**src/rtl/fifo_defines_pkg.sv**
```systemverilog
// Shared definitions for the FIFO read-side serial transmitter.
// Build option: FIFO_TX_PARITY_EN adds an even-parity bit between data and stop.
package fifo_defines_pkg;

  localparam int unsigned DATA_WIDTH   = 8;
  localparam int unsigned CLKS_PER_BIT = 16;
  localparam int unsigned TX_BIT_CNT_W = $clog2(DATA_WIDTH);

  typedef enum logic [2:0] {
    IDLE   = 3'd0,
    READ   = 3'd1,
    LATCH  = 3'd2,
    START  = 3'd3,
    DATA   = 3'd4,
    PARITY = 3'd5,
    STOP   = 3'd6
  } tx_state_t;

endpackage

```
**src/rtl/baud_tick_gen.sv**
```systemverilog
// Bit-period counter: tick is high on the last clock of each CLKS_PER_BIT period.
// clr restarts the period so every FSM state begins on a fresh bit boundary.
module baud_tick_gen
  import fifo_defines_pkg::*;
#(
  parameter int unsigned CLKS_PER_BIT = fifo_defines_pkg::CLKS_PER_BIT
) (
  input  logic clk,
  input  logic rst,
  input  logic clr,
  output logic tick
);

  localparam int unsigned CW = $clog2(CLKS_PER_BIT);
  localparam logic [CW-1:0] LAST = CW'(CLKS_PER_BIT - 1);

  logic [CW-1:0] cnt;

  always_ff @(posedge clk or negedge rst) begin
    if (!rst)
      cnt <= '0;
    else if (clr || tick)
      cnt <= '0;
    else
      cnt <= cnt + CW'(1);
  end

  assign tick = (cnt == LAST);

endmodule

```
**src/rtl/fifo_serial_tx.sv**
```systemverilog
// Pops one sample from the FIFO and sends it as start, LSB-first data, [parity], stop.
// Build option: FIFO_TX_PARITY_EN inserts an even-parity bit before the stop bit.
module fifo_serial_tx
  import fifo_defines_pkg::*;
#(
  parameter int unsigned DATA_WIDTH   = fifo_defines_pkg::DATA_WIDTH,
  parameter int unsigned CLKS_PER_BIT = fifo_defines_pkg::CLKS_PER_BIT
) (
  input  logic                         clk,
  input  logic                         rst,
  input  logic                         en_i,
  input  logic                         empty_i,
  output logic                         rd_en_o,
  input  logic signed [DATA_WIDTH-1:0] data_i,
  output logic                         tx_o,
  output logic                         busy_o,
  output logic                         done_o
);

  localparam int unsigned BW = $clog2(DATA_WIDTH);
  localparam logic [BW-1:0] LAST_BIT = BW'(DATA_WIDTH - 1);

  tx_state_t             state, state_next;
  logic [DATA_WIDTH-1:0] shift;
  logic [BW-1:0]         bit_cnt;
  logic                  tick;
  logic                  clr;
`ifdef FIFO_TX_PARITY_EN
  logic                  parity;
`endif

  // Restart the bit period whenever the FSM enters a new state.
  assign clr = (state_next != state);

  baud_tick_gen #(
    .CLKS_PER_BIT(CLKS_PER_BIT)
  ) u_baud (
    .clk  (clk),
    .rst  (rst),
    .clr  (clr),
    .tick (tick)
  );

  always_comb begin
    state_next = state;
    case (state)
      IDLE:  if (en_i && !empty_i) state_next = READ;
      READ:  state_next = LATCH;
      LATCH: state_next = START;
      START: if (tick) state_next = DATA;
      DATA: begin
        if (tick && bit_cnt == LAST_BIT) begin
`ifdef FIFO_TX_PARITY_EN
          state_next = PARITY;
`else
          state_next = STOP;
`endif
        end
      end
`ifdef FIFO_TX_PARITY_EN
      PARITY: if (tick) state_next = STOP;
`endif
      STOP:  if (tick) state_next = IDLE;
      default: state_next = IDLE;
    endcase
  end

  always_ff @(posedge clk or negedge rst) begin
    if (!rst) begin
      state   <= IDLE;
      shift   <= '0;
      bit_cnt <= '0;
`ifdef FIFO_TX_PARITY_EN
      parity  <= 1'b0;
`endif
    end else begin
      state <= state_next;
      if (state == LATCH) begin
        shift   <= data_i;
        bit_cnt <= '0;
`ifdef FIFO_TX_PARITY_EN
        parity  <= ^data_i;
`endif
      end else if (state == DATA && tick) begin
        shift   <= shift >> 1;
        bit_cnt <= (bit_cnt == LAST_BIT) ? '0 : bit_cnt + BW'(1);
      end
    end
  end

  always_comb begin
    tx_o = 1'b1;
    case (state)
      START:  tx_o = 1'b0;
      DATA:   tx_o = shift[0];
`ifdef FIFO_TX_PARITY_EN
      PARITY: tx_o = parity;
`endif
      default: tx_o = 1'b1;
    endcase
  end

  assign rd_en_o = (state == READ);
  assign busy_o  = (state != IDLE);
  assign done_o  = (state == STOP) && tick;

endmodule

```
**config.mk**
```make
export PLATFORM = sky130hd
export DESIGN_NAME = fifo_serial_tx
export DESIGN_NICKNAME = d
export VERILOG_FILES = /design/src/rtl/fifo_defines_pkg.sv /design/src/rtl/baud_tick_gen.sv /design/src/rtl/fifo_serial_tx.sv
export SDC_FILE = /design/constraint.sdc
export NUM_CORES = 1
export LEC_CHECK = 0
export CAP_MARGIN = 20
export CORE_MARGIN = 1.5
export CORE_UTILIZATION = 54
export DETAILED_ROUTE_END_ITERATION = 8
export DONT_BUFFER_PORTS = 1
export PLACE_DENSITY_LB_ADDON = 0.1
export SYNTH_ARGS = -nofsm -noshare
export SYNTH_HDL_FRONTEND = slang
export SYNTH_SLANG_ARGS = --single-unit
```
**constraint.sdc**
```tcl
create_clock -name clk -period 1.4 [get_ports clk]
set_input_delay 0.28 -clock clk [delete_from_list [all_inputs] [get_ports clk]]
set_output_delay 0.28 -clock clk [all_outputs]
set_load 0.005 [all_outputs]
```
After elaboration in Yosys (flattened, before gate mapping). Cells that the tools add are included.

Input port bits: 12. Memories kept: 0. Memory bits (writable): 0. Bits in registers: 18. Bits in latches: 0. Logic and storage cells: 35. Output and inout port bits: 4. Bits in read-only memories: 0.

Shift operators: 0. Equal/unequal tests: 8. Divide/modulo/power cells: 0. Reduce and logical (&&, ||, !) cells: 9. Bitwise gates (word level): 0. $mul: 0. Muxes and demuxes: 12. $add $sub $neg: 2. Magnitude comparators: 0.

Operators by type and width (number): $mux W3 (7); $pmux W3 S6 (1); $mux W8 (2); $eq A3 B3 Y1 const B (3); $eq A3 B2 Y1 const B (2); $add A4 B1 Y4 const B (1); $eq A4 B4 Y1 const B (1); $logic_and A1 B1 Y1 (4); $mux W4 (1); $add A3 B1 Y3 const B (1); $eq A3 B1 Y1 const B (1); $logic_not A3 Y1 (1); $ne A3 B3 Y1 (1); $reduce_bool A3 Y1 (1); $pmux W1 S2 (1); $reduce_bool A2 Y1 (1); $logic_not A1 Y1 (1); $logic_or A1 B1 Y1 (1).

Logic depth before layout (Yosys ltp).
Depth after elaboration: 7. Depth in mapped cells: 6. Depth with buffers taken out: 6.

Modules after synthesis. A second synthesis with hierarchy kept.

Cells, all modules: 79. Area total of the unflattened synthesis: 939.7 um^2.

Modules (own cells, without submodules): fifo_serial_tx (area each 768.2 um^2, times used 1, cells each 66, seq. area each 350.3 um^2); baud_tick_gen (area each 171.4 um^2, times used 1, cells each 13, seq. area each 100.1 um^2).

Worst setup path after synthesis. Ideal clock, no wire load.

Path type: register to register. From: register u_baud.cnt[0]. To: register shift[5]. Clock period less this slack: 1.441 ns. Data required time: 1.273 ns. Stages on the path, launching flop included: 7. Setup time: 0.127 ns. Data arrival time: 1.315 ns. Path buffers: 1. Setup slack: -0.041 ns. Path through: dfrtp_1 > ha_1 > nand3_2 > nor3_4 > buf_6 > mux2i_1 > a21oi_1.

Longest elaborated chain between the ends: 3.

RTL lines: from (decl) (RTL line baud_tick_gen.sv:17) `logic [CW-1:0] cnt;`; from (signal assigned) (RTL line baud_tick_gen.sv:25) `cnt <= cnt + CW'(1);`; $eq A4 B4 Y1 (RTL line baud_tick_gen.sv:28) `assign tick = (cnt == LAST);`; $logic_and A1 B1 Y1 (RTL line fifo_serial_tx.sv:84) `end else if (state == DATA && tick) begin`; $reduce_bool A2 Y1 (no line); to (signal assigned) (RTL line fifo_serial_tx.sv:79) `shift <= data_i;`; to (signal assigned) (RTL line fifo_serial_tx.sv:85) `shift <= shift >> 1;`; to (decl) (RTL line fifo_serial_tx.sv:24) `logic [DATA_WIDTH-1:0] shift;`.

Every way passes these cells. A chain may end at the register's enable or synchronous reset.

Worst setup path in the final report.
From: register state[0]. To: output busy_o.

Longest elaborated chain between the ends: 1.

RTL lines: from (decl) (RTL line fifo_serial_tx.sv:23) `tx_state_t state, state_next;`; from (signal assigned) (RTL line fifo_serial_tx.sv:77) `state <= state_next;`; $reduce_bool A3 Y1 (RTL line fifo_serial_tx.sv:104) `assign busy_o = (state != IDLE);`; to (decl) (RTL line fifo_serial_tx.sv:16) `output logic busy_o,`.

Every way passes these cells.

==> impl_results.md <==
- Worst path depth: 2
- Global-route wire length before repair: 3339 um
- Die Y-Extent: 43.96 um
- Power density cells: 1830 nW/um^2
- Endpoint, Worst Hold: shift[7]
- Clock slew at reported path FFs: 110 ps
- Fraction of the cycle the final worst path needs: 109.7%
- RSZ-0062 raised after global routing: yes
- Post-route ant nets: 0
- Setup WS pre-CTS: -0.9198 ps
- GR Overflow Total: 0
- Met1 global-route usage: 30.73%
- Share of synthesized flip-flops with an asynchronous set or reset: 100.0%
- RR Startpoint: state[2]
- Via count: 748
- Rel. slew slack: 47.99%
- Site Rows: 14
- Post-Route Setup TNS: -738.4 ps
- CP cell instances: buf_4 -> or3_4
- H-tree depth: 1
- Ys Warns: 0
- Class of the worst hold path: input pin to flop
- Gpl congestion: 0.7973
- Yosys cell types: 31
- Peak supply drop: 1.121 mV
- Syn Area/Cell: 10.18 um^2
- Worst-path maximum fanout: 13
- CTS tree: built
- R2r endpoint: shift[5]
- Die area: 1932 um^2
- Max Clock Freq: 651.1 MHz
- Worst-Margin Slew: 777.6 ps
- Hold Path Origin: data_i[7]
- Pwr Total: 2.221 mW
- Leak: 0.6163 nW
- Clock Latency Late Sink: 300 ps
- Seq cells post-synth: 18
- Post-Syn Area: 905.9 um^2
- Hold Slack: 116.5 ps
- Num ports: 16
- GR peak layer: met2
- Top FF cell, synth: dfrtp_1
- Violated checks: negative setup slack
- Initial antenna violation count: 0
- Met3 Use GR: 2.083%
- Root Driver: clkbuf_4
- Starting Density: 58.77%
- Fill count: 105
- Core Util, Final: 78.73%
- Tmin final: 1536 ps
- Worst Hold Depth: 2
- Ratio of cells with drive above 1 in the final layout: 38.60%
- Port-buffer cells: 0
- Routed len/inst: 15.43 um
- Final Setup Violations: 12
- PnR worst setup slack: -135.9 ps
- Detailed placement HPWL: 1179 um
- 1st-iter DRT viols: 9
- Num CTS Buffers: 3
- Total Wirelength: 2006 um
- Reg2reg setup slack: -90 ps
- Critical Path RT: 1120 ps
- Core area: 1541 um^2
- Buf+Inv Stages, Crit Path: 1
- CP Data Arrival Time: 1260 ps
- TritonRoute pass-1 iters: 4
- Number of synthesized flops with an enable pin: 0
- Type of origin of the critical path: flop
- Pin count of the biggest net entering global routing: 19
- Sequential-to-total area share from yosys stat: 49.72%
- CTS sink cnt: 18
- Final Skew: 12.49 ps
- Status: finished, violations left
- Number of global-route vias before repair: 795
- Final hold vios: 0
- Cell family with most CP delay: flip-flops
- Clk buf depth: 2
- GRT Total Usage: 23.81%
- Critical path class: flop to primary output
- Mapped Nets: 104
- Max-Cap Viols: 0
- Met2 GRT Util: 39.71%
- CP max-delay cell: dfrtp_1
- R2R cell count: 7
- Critical Path Max Stage Delay: 400 ps
- DR DRC count: 0
- Die width: 43.96 um
- Layout area overhead: 33.98%
- Critical path endpoint category: primary output
- Gate count of the mapped netlist: 89
- Nets: 131
- Fin. max-slew vios: 0
- Antenna cells: 0
- DR vias/cell: 5.754
==> worst max path at each step <==
stage | startpoint | end | slack, ps
floorplan | u_baud.cnt[0] | shift[5] | 10
global placement | state[1] | u_baud.cnt[3] | 10
detailed placement | state[1] | u_baud.cnt[3] | -0.9
CTS | state[1] | busy_o | -110
global route | state[0] | busy_o | -180
finish | state[0] | busy_o | -140
==> layout by cell type (no fill, tap or decap), types with 3 or more instances in the layout <==
master / netlist / layout
buf_4: 0 / 16
nand2_1: 9 / 7
nor2_1: 8 / 6
a22o_1: 7 / 7
buf_6: 1 / 9
nor2_2: 1 / 3
clkbuf_4: 0 / 3
a21oi_1: 5 / 5
a21o_1: 6 / 6
dfrtp_1: 18 / 16
o21ai_0: 5 / 5
==> Yosys cell counts (2+ instances only) <==
cell type,instances,area (um^2)
nor2_1,8,30.03
nand2_1,9,33.78
ha_1,3,37.54
nand3_1,2,10.01
inv_1,2,7.510
a22o_1,7,61.31
dfrtp_1,18,450.4
o21ai_0,5,25.02
clkbuf_1,2,7.510
a21oi_1,5,25.02
nand2b_1,3,18.77
a21o_1,6,45.04
==> flip-flops by register name (all words and copies together) (netlist names) <==
name and cells:
bit_cnt 3, shift 8, state 3, u_baud.cnt 4
==> power breakdown <==
group	internal, mW	total, mW	switching (mW)
Clock	0.100	0.259	0.159
Combinational	0.621	1.10	0.480
Sequential	0.716	0.862	0.145
Total	1.44	2.22	0.784
==> cell families after synthesis <==
family	Yosys count	synth area share, %
and+or+nand+nor	31	18.10
adders and majority gates	3	4.144
muxes	1	1.105
AOI/OAI and AO/OA	28	21.55
xor gates and xnor gates	2	1.934
buffers and inverters	6	3.453
DFF	18	49.72
==> final cells by class <==
class                   count  area (um^2)  area share [%]
clock buffers               3        22.52           1.856
inverters                   2        7.507          0.6186
multi-input cells          65        479.2           39.48
flip-flops and latches     18        452.9           37.32
well taps                  16        20.02           1.649
repair buffers             26        231.5           19.07
==> routing by layer <==
layer	vias to the layer above	wire length (um)
met2	19	961
met1	354	937
met5	-	0
met4	0	23
met3	4	83
li1	371	-
==> through the flow <==
step | area, um^2 | std cells
6_report | 1214 | 130
5_1_grt | 1214 | 130
4_1_cts | 1190 | 128
3_5_place_dp | 992.2 | 113
3_3_place_gp | 992.2 | 113
2_1_floorplan | 905.9 | 89
==> timing repair <==
action	CTS	global route
cloned	0	0
hold buffers	1	0
setup buffers	11	2
endpoints found under the setup margin	6	17
gates resized for setup	22	2
endpoints found under the hold margin	18	0
pin swaps	12	2
Note: power is estimated with default switching activity, not from simulation.
